[config.mk]
export PLATFORM = sky130hd
export DESIGN_NAME = pipe_hazard_ctrl_flat
export DESIGN_NICKNAME = d
export VERILOG_FILES = /design/src/rtl/pipe_hazard_ctrl_if.sv /design/src/rtl/pipe_hazard_ctrl.sv /design/src/flat_wrapper.sv
export SDC_FILE = /design/constraint.sdc
export NUM_CORES = 1
export LEC_CHECK = 0
export BUFFER_PORTS_ARGS = -buffer_cell sky130_fd_sc_hd__buf_2
export CORE_MARGIN = 10
export CORE_UTILIZATION = 40
export CTS_CLUSTER_SIZE = 24
export DETAILED_ROUTE_END_ITERATION = 12
export PLACE_DENSITY_LB_ADDON = 0.05
export SLEW_MARGIN = 20
export SYNTH_ARGS = -nofsm -noshare
export SYNTH_HDL_FRONTEND = slang
export SYNTH_SLANG_ARGS = --single-unit
[constraint.sdc]
create_clock -name clk -period 2.8 [get_ports clk]
set_input_delay 0.28 -clock clk [delete_from_list [all_inputs] [get_ports clk]]
set_output_delay 0.28 -clock clk [all_outputs]
set_load 0.05 [all_outputs]
[src/rtl/pipe_hazard_ctrl_if.sv]
// Hazard-source inputs and stall/flush controls between the pipeline and its hazard controller.
// The master side is the pipeline datapath; the slave side is pipe_hazard_ctrl.
interface pipe_hazard_ctrl_if #(
  parameter int CNT_W = 32
);
  logic             idexe_mem_read;
  logic [4:0]       idexe_rd;
  logic [4:0]       ifid_rs;
  logic [4:0]       ifid_rt;
  logic             ifid_uses_rs;
  logic             ifid_uses_rt;
  logic             branch_taken;
  logic             exemem_mem_access;
  logic             dmem_ready;

  logic             pc_en;
  logic             ifid_en;
  logic             ifid_flush;
  logic             idexe_en;
  logic             idexe_flush;
  logic             exemem_en;
  logic             memwb_en;
  logic             memwb_flush;
  logic             mem_err;
  logic [CNT_W-1:0] stall_cnt;
  logic [CNT_W-1:0] flush_cnt;

  modport master (
    output idexe_mem_read, idexe_rd, ifid_rs, ifid_rt, ifid_uses_rs, ifid_uses_rt,
           branch_taken, exemem_mem_access, dmem_ready,
    input  pc_en, ifid_en, ifid_flush, idexe_en, idexe_flush, exemem_en,
           memwb_en, memwb_flush, mem_err, stall_cnt, flush_cnt
  );

  modport slave (
    input  idexe_mem_read, idexe_rd, ifid_rs, ifid_rt, ifid_uses_rs, ifid_uses_rt,
           branch_taken, exemem_mem_access, dmem_ready,
    output pc_en, ifid_en, ifid_flush, idexe_en, idexe_flush, exemem_en,
           memwb_en, memwb_flush, mem_err, stall_cnt, flush_cnt
  );
endinterface

[src/rtl/pipe_hazard_ctrl.sv]
// Stall/flush controller for the 5-stage pipeline; controls are combinational from state and inputs (0 latency).
// Data-memory wait freezes every stage, bounded by MEM_TIMEOUT; PIPE_PERF_CNT_EN builds the stall/flush counters.
module pipe_hazard_ctrl #(
  parameter int MEM_TIMEOUT = 16,
  parameter int CNT_W       = 32
) (
  input  logic              clk,
  input  logic              rst,
  pipe_hazard_ctrl_if.slave hz
);

  typedef enum logic [1:0] {RUN, LU_STALL, MEM_WAIT} state_t;

  state_t     state;
  state_t     nextState;
  logic [7:0] waitCnt;
  logic [7:0] nextWait;
  logic       memErr;

  logic rsHit, rtHit, lu, mw, tmo;
  logic freeze, brFlush, luBubble;

  assign rsHit = hz.ifid_uses_rs & (hz.ifid_rs == hz.idexe_rd);
  assign rtHit = hz.ifid_uses_rt & (hz.ifid_rt == hz.idexe_rd);
  assign lu    = hz.idexe_mem_read & (hz.idexe_rd != 5'd0) & (rsHit | rtHit);
  assign mw    = hz.exemem_mem_access & ~hz.dmem_ready;
  assign tmo   = mw & (waitCnt == 8'(MEM_TIMEOUT));

  assign freeze   = mw & ~tmo;
  assign brFlush  = hz.branch_taken & ~freeze;
  // A branch squashes the dependent instruction, so it beats the load-use bubble.
  assign luBubble = lu & ~freeze & ~hz.branch_taken & (state != LU_STALL);

  always_comb begin
    nextState = RUN;
    if (freeze) begin
      nextState = MEM_WAIT;
    end else if (luBubble) begin
      nextState = LU_STALL;
    end
  end

  assign nextWait = freeze ? (waitCnt + 8'd1) : 8'd0;

  always_ff @(posedge clk or posedge rst) begin
    if (rst) begin
      state   <= RUN;
      waitCnt <= 8'd0;
      memErr  <= 1'b0;
    end else begin
      state   <= nextState;
      waitCnt <= nextWait;
      memErr  <= memErr | tmo;
    end
  end

  logic pcEn, ifidEn, ifidFlush, idexeEn, idexeFlush, exememEn, memwbEn, memwbFlush;

  always_comb begin
    pcEn       = 1'b1;
    ifidEn     = 1'b1;
    ifidFlush  = 1'b0;
    idexeEn    = 1'b1;
    idexeFlush = 1'b0;
    exememEn   = 1'b1;
    memwbEn    = 1'b1;
    memwbFlush = 1'b0;
    if (freeze) begin
      pcEn     = 1'b0;
      ifidEn   = 1'b0;
      idexeEn  = 1'b0;
      exememEn = 1'b0;
      memwbEn  = 1'b0;
    end else begin
      // Timed-out load moves on but must not reach the register file.
      if (tmo) begin
        memwbFlush = 1'b1;
      end
      if (brFlush) begin
        ifidFlush  = 1'b1;
        idexeFlush = 1'b1;
      end else if (luBubble) begin
        pcEn       = 1'b0;
        ifidEn     = 1'b0;
        idexeFlush = 1'b1;
      end
    end
    if (rst) begin
      pcEn       = 1'b0;
      ifidEn     = 1'b0;
      ifidFlush  = 1'b0;
      idexeEn    = 1'b0;
      idexeFlush = 1'b0;
      exememEn   = 1'b0;
      memwbEn    = 1'b0;
      memwbFlush = 1'b0;
    end
  end

  assign hz.pc_en       = pcEn;
  assign hz.ifid_en     = ifidEn;
  assign hz.ifid_flush  = ifidFlush;
  assign hz.idexe_en    = idexeEn;
  assign hz.idexe_flush = idexeFlush;
  assign hz.exemem_en   = exememEn;
  assign hz.memwb_en    = memwbEn;
  assign hz.memwb_flush = memwbFlush;
  assign hz.mem_err     = memErr;

`ifdef PIPE_PERF_CNT_EN
  logic [CNT_W-1:0] stallCnt;
  logic [CNT_W-1:0] flushCnt;

  // Both counters saturate at all-ones.
  always_ff @(posedge clk or posedge rst) begin
    if (rst) begin
      stallCnt <= '0;
      flushCnt <= '0;
    end else begin
      if ((freeze | luBubble) && (stallCnt != '1)) begin
        stallCnt <= stallCnt + CNT_W'(1);
      end
      if (brFlush && (flushCnt != '1)) begin
        flushCnt <= flushCnt + CNT_W'(1);
      end
    end
  end

  assign hz.stall_cnt = stallCnt;
  assign hz.flush_cnt = flushCnt;
`else
  assign hz.stall_cnt = '0;
  assign hz.flush_cnt = '0;
`endif

endmodule

[src/flat_wrapper.sv]
// flat-port wrapper written by rule: the top's interface ports become plain ports
module pipe_hazard_ctrl_flat 
#(
  parameter int MEM_TIMEOUT = 16,
  parameter int CNT_W       = 32
)
  (clk, rst, hz_idexe_mem_read, hz_idexe_rd, hz_ifid_rs, hz_ifid_rt, hz_ifid_uses_rs, hz_ifid_uses_rt, hz_branch_taken, hz_exemem_mem_access, hz_dmem_ready, hz_pc_en, hz_ifid_en, hz_ifid_flush, hz_idexe_en, hz_idexe_flush, hz_exemem_en, hz_memwb_en, hz_memwb_flush, hz_mem_err, hz_stall_cnt, hz_flush_cnt);
  pipe_hazard_ctrl_if #(.CNT_W(CNT_W)) hz_i ();
  input  logic clk;
  input  logic rst;
  input wire logic [$bits(hz_i.idexe_mem_read)-1:0] hz_idexe_mem_read;
  input wire logic [$bits(hz_i.idexe_rd)-1:0] hz_idexe_rd;
  input wire logic [$bits(hz_i.ifid_rs)-1:0] hz_ifid_rs;
  input wire logic [$bits(hz_i.ifid_rt)-1:0] hz_ifid_rt;
  input wire logic [$bits(hz_i.ifid_uses_rs)-1:0] hz_ifid_uses_rs;
  input wire logic [$bits(hz_i.ifid_uses_rt)-1:0] hz_ifid_uses_rt;
  input wire logic [$bits(hz_i.branch_taken)-1:0] hz_branch_taken;
  input wire logic [$bits(hz_i.exemem_mem_access)-1:0] hz_exemem_mem_access;
  input wire logic [$bits(hz_i.dmem_ready)-1:0] hz_dmem_ready;
  output wire logic [$bits(hz_i.pc_en)-1:0] hz_pc_en;
  output wire logic [$bits(hz_i.ifid_en)-1:0] hz_ifid_en;
  output wire logic [$bits(hz_i.ifid_flush)-1:0] hz_ifid_flush;
  output wire logic [$bits(hz_i.idexe_en)-1:0] hz_idexe_en;
  output wire logic [$bits(hz_i.idexe_flush)-1:0] hz_idexe_flush;
  output wire logic [$bits(hz_i.exemem_en)-1:0] hz_exemem_en;
  output wire logic [$bits(hz_i.memwb_en)-1:0] hz_memwb_en;
  output wire logic [$bits(hz_i.memwb_flush)-1:0] hz_memwb_flush;
  output wire logic [$bits(hz_i.mem_err)-1:0] hz_mem_err;
  output wire logic [$bits(hz_i.stall_cnt)-1:0] hz_stall_cnt;
  output wire logic [$bits(hz_i.flush_cnt)-1:0] hz_flush_cnt;
  assign hz_i.idexe_mem_read = hz_idexe_mem_read;
  assign hz_i.idexe_rd = hz_idexe_rd;
  assign hz_i.ifid_rs = hz_ifid_rs;
  assign hz_i.ifid_rt = hz_ifid_rt;
  assign hz_i.ifid_uses_rs = hz_ifid_uses_rs;
  assign hz_i.ifid_uses_rt = hz_ifid_uses_rt;
  assign hz_i.branch_taken = hz_branch_taken;
  assign hz_i.exemem_mem_access = hz_exemem_mem_access;
  assign hz_i.dmem_ready = hz_dmem_ready;
  assign hz_pc_en = hz_i.pc_en;
  assign hz_ifid_en = hz_i.ifid_en;
  assign hz_ifid_flush = hz_i.ifid_flush;
  assign hz_idexe_en = hz_i.idexe_en;
  assign hz_idexe_flush = hz_i.idexe_flush;
  assign hz_exemem_en = hz_i.exemem_en;
  assign hz_memwb_en = hz_i.memwb_en;
  assign hz_memwb_flush = hz_i.memwb_flush;
  assign hz_mem_err = hz_i.mem_err;
  assign hz_stall_cnt = hz_i.stall_cnt;
  assign hz_flush_cnt = hz_i.flush_cnt;
  pipe_hazard_ctrl #(.MEM_TIMEOUT(MEM_TIMEOUT), .CNT_W(CNT_W)) u_core (.clk(clk), .rst(rst), .hz(hz_i));
endmodule
; ---- Word level (Yosys, flattened, before mapping)
; Cells that the tools add are included.
[word_totals]
register_bits = 11
latchBits = 0
ramBits = 0
rom_bits = 0
inputBits = 23
memories = 0
[op_classes]
add_sub_neg = 1
mul = 0
n_div = 0
magnitude_cmp = 0
eq_ne = 4
shifts = 0
mux = 19
bitwise = 17
n_reduce_logical = 1
[op_table]
columns = op, n
row1 = 2-to-1 mux 1 bit, 17
row2 = bitwise AND 1 bit, 11
row3 = == test 5 bit, 2
row4 = adder 8 x 1 -> 8 bit (second input constant), 1
row5 = == test 8 x 5 -> 1 bit (second input constant), 1
row6 = 2-to-1 mux 8 bit, 1
row7 = nonzero test 5 bit, 1
row8 = NOT 1 bit, 4
row9 = 2-to-1 mux 2 bit, 1
row10 = inequality test 2 x 1 -> 1 bit (second input constant), 1
row11 = bitwise OR 1 bit, 2

; ---- Logic depth before layout (Yosys ltp)
; Gate-level depths: netlist (run 1).
[logic_depth]
ltp_word = 13
mapped_depth = 8
depth_no_buf = 7

; ---- Worst setup path after synthesis (run 1)
; Ideal clock, no wire load.
[synth_path]
path_type = flip-flop to output port
start = reg u_core.waitCnt[0]
end = out hz_pc_en
arrival_ns = 2.913
t_required_ns = 2.520
slack_ns = -0.393
stages_incl_launch_ff = 9
path_buffers = 1
path_cell_list = dfrtp_1 inv_1 ha_1 nand4bb_4 o41ai_4 inv_4 nor2_1 o31a_1 buf_4
[synth_via]
elab_chain_len = 12
[synth_rtl]
columns = element, line_no
row1 = "start, declared", pipe_hazard_ctrl.sv:16  ; logic [7:0] waitCnt;
row2 = "start signal, assigned", pipe_hazard_ctrl.sv:52  ; waitCnt <= nextWait;
row3 = == test 8 x 5 -> 1 bit *, pipe_hazard_ctrl.sv:27  ; assign tmo = mw & (waitCnt == 8'(MEM_TIMEOUT));
row4 = bitwise AND 1 bit *, pipe_hazard_ctrl.sv:27
row5 = NOT 1 bit *, pipe_hazard_ctrl.sv:29  ; assign freeze = mw & ~tmo;
row6 = bitwise AND 1 bit *, pipe_hazard_ctrl.sv:29
row7 = via u_core.freeze, pipe_hazard_ctrl.sv:21  ; logic freeze, brFlush, luBubble;
row8 = NOT 1 bit, "pipe_hazard_ctrl.sv:30, pipe_hazard_ctrl.sv:32"
row9 = bitwise AND 1 bit (3 in series), pipe_hazard_ctrl.sv:32  ; assign luBubble = lu & ~freeze & ~hz.branch_taken & (state != LU_STALL);
row10 = 2-to-1 mux 1 bit (2 in series), n/a
row11 = 2-to-1 mux 1 bit * (2 in series), n/a
row12 = "end, declared", flat_wrapper.sv:20  ; output wire logic [$bits(hz_i.pc_en)-1:0] hz_pc_en;
; The timed path passes the listed nets; every way through them passes the cells marked *.

; ---- Worst setup path in the final report (run 1)
[layout_path]
start = reg u_core.waitCnt[0]
end = out hz_idexe_flush
[layout_via]
elab_chain_len = 12
[layout_rtl]
columns = element, line_no
row1 = == test 8 x 5 -> 1 bit *, pipe_hazard_ctrl.sv:27
row2 = bitwise AND 1 bit *, pipe_hazard_ctrl.sv:27
row3 = NOT 1 bit *, pipe_hazard_ctrl.sv:29
row4 = bitwise AND 1 bit *, pipe_hazard_ctrl.sv:29
row5 = via u_core.freeze, pipe_hazard_ctrl.sv:21
row6 = NOT 1 bit, "pipe_hazard_ctrl.sv:30, pipe_hazard_ctrl.sv:32"
row7 = bitwise AND 1 bit (3 in series), pipe_hazard_ctrl.sv:32
row8 = 2-to-1 mux 1 bit, pipe_hazard_ctrl.sv:82  ; end else if (luBubble) begin
row9 = 2-to-1 mux 1 bit, pipe_hazard_ctrl.sv:79  ; if (brFlush) begin
row10 = 2-to-1 mux 1 bit *, pipe_hazard_ctrl.sv:68  ; if (freeze) begin
row11 = 2-to-1 mux 1 bit *, pipe_hazard_ctrl.sv:88  ; if (rst) begin
row12 = "end, declared", flat_wrapper.sv:24  ; output wire logic [$bits(hz_i.idexe_flush)-1:0] hz_idexe_flush;
; Marks and branches as above.

==> flow_summary.json, run 1 <==
{
  "run_status": "finished clean",
  "gp_congestion": 0.8230,
  "ys_top_cells_by_count": "buf_4 (67), xor2_1 (12), dfrtp_1 (11)",
  "vdd_drop_max_mv": 0.2225,
  "fin_skew_ns": 0.003982,
  "syn_area_sq_mm": 0.001212,
  "synth.most_common_cell": "buf_4",
  "setup_viol": 0,
  "synth_cells": 136,
  "synth.distinct_cells": 26,
  "cts_tree": "yes",
  "grt-ovfl-total": 0,
  "area_delta_synth_final_pct": -3.509,
  "clkPwrFrac_pct": 19.8,
  "relSlewSlack_pct": 61.16,
  "drtIter0Drc": 10,
  "power_switching_w": 0.0002985,
  "htreeDepth": 1,
  "finalCriticalPeriod_ns": 2.579,
  "cts-root-buf": "clkbuf_4",
  "syn_avg_cell_area_sq_um": 8.915,
  "synthTopCellsByArea": "buf_4 (41%), dfrtp_1 (23%), xor2_1 (8.7%)",
  "rows": 19,
  "p_leak_nw": 0.6640,
  "cts.reportedPaths.clkPinSlew_ns": 0.07,
  "power_frac_seq_pct": 29.9,
  "finalNonFillerCells": 198,
  "crit_fanout": 8,
  "switching_share_pct": 54.85,
  "vias": 756,
  "synth-xor-area-share_pct": 11.56,
  "synth_top_cell_by_area": "buf_4",
  "postCtsHoldBufs": 0,
  "ys_ff_latch": 11,
  "antenna_found_initial": 0,
  "post-route-period-util_pct": 92.11,
  "worst_pin_slew_ns": 0.5806,
  "hold_path_class": "in2async",
  "diodes": 0,
  "routedWlPerCell_um": 13.51,
  "place_inst": 194,
  "start_util_pct": 42.86,
  "reg2reg_depth": 6,
  "critPathArrivalTime_ns": 2.30,
  "hpwl_um": 2419,
  "grt_max_degree": 13,
  "yosys.area_share.simple_pct": 14.04,
  "tns_ns": 0,
  "clkLatencyLatePin_ns": 0.27,
  "synth_mux_area_share_pct": 0,
  "fmax_ghz": 0.3877,
  "synth_ff_type": "dfrtp_1",
  "die_x_um": 75.06,
  "drive_above_1_share_pct": 25.15,
  "port_buffers": 31,
  "die_h_um": 75.06,
  "grt_pass1_vias": 745,
  "startpoint_type": "flip-flop",
  "nNetsFinal": 193,
  "post_cts_buffers": 0,
  "combPwrFrac_pct": 50.3,
  "dr.pass1.iters": 4,
  "crit_required_ns": 2.52,
  "synth_edf_count": 0,
  "cts_buffers": 3,
  "critical_path_class": "reg2out",
  "drt-total-wl_um": 2674,
  "synth_fa_ha_area_share_pct": 2.064,
  "worst-r2r-setup-slack_ns": 1.00,
  "yosysWarnings": 0,
  "antenna_left": 0,
  "clock_sinks": 11,
  "p_int_w": 0.0002458,
  "worst_r2r_startpoint": "u_core.waitCnt[0]",
  "synth-compound-area-share_pct": 5.779,
  "core_sq_mm": 0.002829,
  "via_per_inst": 3.818,
  "max-cap-violations": 0,
  "rsz0062_at_grt": "no",
  "maxSlewViolCount": 0,
  "drc": 0,
  "grt_pass1_wl_um": 3698,
  "die-area_sq_mm": 0.005633,
  "r2r-end": "u_core.state[0]",
  "seq_area_frac_synth_pct": 22.70,
  "synth_top_family_by_area": "buffers and inverters",
  "power_density_mw_per_mm2": 465.3,
  "nFillCells": 289,
  "yosysTopAreaCellShare_pct": 41.49,
  "io_pins": 96,
  "async_reset_ff_share_pct": 100.0,
  "finalHoldViolCount": 0,
  "cts_resized": 0,
  "clock_path_buffers": 2,
  "cp-end-kind": "output pin",
  "grtUsageTotal_pct": 8.362,
  "final_core_util_pct": 41.35
}
==> registers in the layout (all words and copies together) (netlist names) <==
register	count
u_core.state	2
u_core.waitCnt	8
u_core.hz.mem_err	1
==> metal layers <==
metal / wire length [um] / up-vias / track usage [%]
met2: 1379 / 47 / 15.71
li1: - / 369 / -
met3: 403 / 0 / 2.497
met1: 891 / 340 / 8.459
met5: 0 / - / 0
met4: 0 / 0 / 3.151
==> cell families after synthesis <==
logic type | after synthesis
other cells | 1
flops | 11
fa+ha+maj | 2
compound gates | 5
buf+inv | 73
simple gates | 28
xor+xnor | 16
==> cell type report <==
cell class	instances	area (sq um)	share of cell area (%)
Clock buffer	4	26.28	2.246
Inverter	6	25.02	2.139
Timing Repair Buffer	31	155.1	13.26
Sequential cell	11	275.3	23.53
Multi-Input combinational cell	115	649.4	55.51
Tap cell	31	38.79	3.316
==> worst max-delay path, cell delays in order, from the launching register on <==
cell and delay (ns):
dfrtp_1 0.43, inv_1 0.08, ha_1 0.18, nand4bb_4 0.13, o41ai_4 0.50, inv_4 0.09, o41ai_2 0.31, buf_2 0.31
==> stage by stage <==
step	power [W]	instance area, sq um	setup slack, ns	hold slack (ns)
after detailed placement	0.0004354	1144	0.4807	0.3629
final	0.0005443	1170	0.2208	0.05254
after floorplan	0.0004774	1453	0.06685	0.1408
after global placement	0.0004350	1144	0.5162	0.3593
after global routing	0.0005705	1170	0.06129	0.08696
after CTS	0.0005483	1170	0.1838	0.06041
==> worst max-delay path by stage <==
stage	to	slack (ns)	depth (start not counted)	startpoint
global route	hz_idexe_flush	0.06	7	u_core.waitCnt[0]
detailed placement	hz_idexe_flush	0.48	7	u_core.waitCnt[0]
floorplan	hz_pc_en	0.07	8	u_core.waitCnt[0]
finish	hz_idexe_flush	0.22	7	u_core.waitCnt[0]
CTS	hz_idexe_flush	0.18	7	u_core.waitCnt[0]
global placement	hz_idexe_flush	0.52	7	u_core.waitCnt[0]
==> cells in the final DEF (no fill, tap or decap), drive strengths merged <==
cell type / n
a32oi: 1
and2: 3
and3: 2
buf: 31
clkbuf: 4
conb: 64
dfrtp: 11
ha: 2
inv: 6
nand2: 1
nand2b: 1
nand3: 6
nand4bb: 1
nor2: 8
nor2b: 1
nor4: 4
o221ai: 1
o31a: 1
o41ai: 2
or4: 1
xnor2: 4
xor2: 12
==> power groups by stage <==
| stage | logic, W | clock network (W) | registers, W |
|---|---|---|---|
| 2_1_floorplan | 0.000312 | 0 | 0.000166 |
| 3_3_place_gp | 0.000269 | 0 | 0.000166 |
| 3_5_place_dp | 0.000269 | 0 | 0.000166 |
| 4_1_cts | 0.000270 | 0.000116 | 0.000163 |
| 5_1_grt | 0.000286 | 0.000121 | 0.000163 |
| 6_report | 0.000274 | 0.000108 | 0.000163 |
Power figures use the tool's default switching activity.
==> inputs of run 2 (changes only) <==
--- a/config.mk
+++ b/config.mk
@@ -6,8 +6,8 @@
 export NUM_CORES = 1
 export LEC_CHECK = 0
 export BUFFER_PORTS_ARGS = -buffer_cell sky130_fd_sc_hd__buf_2
-export CORE_MARGIN = 10
-export CORE_UTILIZATION = 40
+export CORE_MARGIN = 1.5
+export CORE_UTILIZATION = 29
 export CTS_CLUSTER_SIZE = 24
 export DETAILED_ROUTE_END_ITERATION = 12
 export PLACE_DENSITY_LB_ADDON = 0.05
==> run 2 against run 1 <==
  * Global-route usage down 0.27 points
  * Wire length down 26%
  * Combinational power about the same
  * Flip-flop and latch count unchanged
  * Die area down 19%
  * Sequential power about the same
  * Sequential share of layout area down 0.97 points
  * Power up 9.1%
  * Critical endpoint unchanged
  * Register-to-register slack worse by 0.02 ns
  * Clock power up 47%
==> flow_summary.json, run 2 (synthesis gave the netlist of run 1 again) <==
{
  "core_sq_mm": 0.004000,
  "grt_pass1_wl_um": 2808,
  "worst_pin_slew_ns": 0.5843,
  "place_area_sq_mm": 0.001175,
  "finalHoldViolCount": 0,
  "p_int_w": 0.0002921,
  "combPwrFrac_pct": 45.6,
  "largest_register": "u_core.waitCnt",
  "drt-total-wl_um": 1968,
  "postCtsHoldBufs": 0,
  "drive_above_1_share_pct": 25.60,
  "tns_ns": 0,
  "grt_pass1_vias": 639,
  "die_x_um": 67.66,
  "switching_share_pct": 50.81,
  "clkLatencyLatePin_ns": 0.24,
  "critPathArrivalTime_ns": 2.28,
  "rsz0062_at_grt": "no",
  "cts.reportedPaths.clkPinSlew_ns": 0.05,
  "cts-root-buf": "clkbuf_8",
  "fmax_ghz": 0.3902,
  "die-area_sq_mm": 0.004578,
  "finalCriticalPeriod_ns": 2.563,
  "antenna_found_initial": 0,
  "crit_chain": "inv_1 > ha_1 > nand4bb_4 > o41ai_4 > inv_4 > o41ai_2 > buf_2",
  "post-route-period-util_pct": 91.53,
  "relSlewSlack_pct": 60.91,
  "clock_sinks": 11,
  "routedWlPerCell_um": 9.028,
  "grt-ovfl-total": 0,
  "fin_skew_ns": 0.002050,
  "cts_resized": 0,
  "gp_congestion": 0.7716,
  "cp-end-kind": "output pin",
  "die_h_um": 67.66,
  "p_leak_nw": 0.6765,
  "grt_max_degree": 12,
  "start_util_pct": 30.31,
  "hpwl_um": 1683,
  "cpMaxStageDelayCell": "o41ai_4",
  "crit_required_ns": 2.52,
  "diodes": 0,
  "worst-r2r-setup-slack_ns": 0.98,
  "setup_viol": 0,
  "drtIter0Drc": 6,
  "critical_path_depth": 7,
  "reg2reg_depth": 6,
  "final_cell_area_sq_mm": 0.001220,
  "post_cts_buffers": 0,
  "htreeDepth": 1,
  "startpoint_type": "flip-flop",
  "run_status": "finished clean",
  "path_buf_inv": 3,
  "drc": 0,
  "clkPwrFrac_pct": 26.8,
  "area_delta_synth_final_pct": 0.6192,
  "hold_path_class": "in2async",
  "maxSlewViolCount": 0,
  "critical_path_class": "reg2out",
  "via_per_inst": 3.541,
  "max-cap-violations": 0,
  "power_switching_w": 0.0003017,
  "power_frac_seq_pct": 27.5,
  "largest_reg_flops": 8,
  "power_density_mw_per_mm2": 486.8,
  "mostFrequentLayoutCells": "conb_1 (64), buf_2 (31), xor2_1 (12)",
  "port_buffers": 31,
  "io_pins": 96,
  "grtUsageTotal_pct": 8.093,
  "final_common_cell": "conb_1",
  "path_delay_family": "compound AO/OA/AOI/OAI gates",
  "vdd_drop_max_mv": 0.1685,
  "dr.pass1.iters": 2,
  "antenna_left": 0,
  "cp_slowest_stage_delay_ns": 0.50,
  "cts_tree": "yes",
  "nNetsFinal": 194,
  "cts_buffers": 3,
  "crit_fanout": 8,
  "clock_path_buffers": 2,
  "rows": 23,
  "vias": 772
}
## run 2: worst reg2reg max path, delay by kind of cell, from the launching register on
kind	cells	cell delay, ns
compound gates	1	0.50
fa+ha+maj	1	0.18
simple gates	2	0.43
buf+inv	2	0.18
flops	1	0.42
## run 2: routing by layer
metal  wire (um)  vias up  global-route usage (%)  share of wire (%)
met2        1001       47                   14.71                 51
met1         746      352                   9.183                 38
li1            -      371                       -                  -
met3         200        2                   1.167                 10
met4          19        0                   3.827               0.97
met5           0        -                       0                  0
## run 2: metrics by stage
| stage | hold slack (ns) | utilization, % | setup WS (ns) | cells | power, W |
|---|---|---|---|---|---|
| after global placement | 0.3595 | 29.37 | 0.4985 | 214 | 0.0004364 |
| after detailed placement | 0.3619 | 29.37 | 0.4558 | 214 | 0.0004361 |
| final | 0.1030 | 30.50 | 0.2373 | 218 | 0.0005938 |
| after CTS | 0.1092 | 30.50 | 0.2038 | 218 | 0.0005980 |
| after floorplan | 0.1408 | - | 0.06685 | 199 | 0.0004774 |
| after global routing | 0.1320 | 30.50 | 0.07095 | 218 | 0.0006219 |
## run 2: power groups by stage
stage                     combinational (W)  sequential, W  clock (W)
final                              0.000271       0.000164   0.000159
after global routing               0.000285       0.000164   0.000173
after CTS                          0.000270       0.000163   0.000164
after detailed placement           0.000270       0.000166          0
after global placement             0.000270       0.000166          0
after floorplan                    0.000312       0.000166          0
## run 2: cell type report
class,instances,area (sq um)
Tap cell,50,62.56
Fill cell,439,2780
Timing Repair Buffer,32,162.7
Inverter,6,25.02
Multi-Input combinational cell,115,649.4
Clock buffer,4,45.04
Sequential cell,11,275.3
## run 2: path summary, 6_finish.rpt
check                                       start                 to
worst max-delay path            u_core.waitCnt[0]     hz_idexe_flush
worst min register to register  u_core.hz.mem_err  u_core.hz.mem_err
min in group clk                  hz_branch_taken    u_core.state[0]
worst max register to register  u_core.waitCnt[0]    u_core.state[0]
max in group asynchronous                     rst  u_core.waitCnt[4]
worst min-delay path                          rst    u_core.state[1]
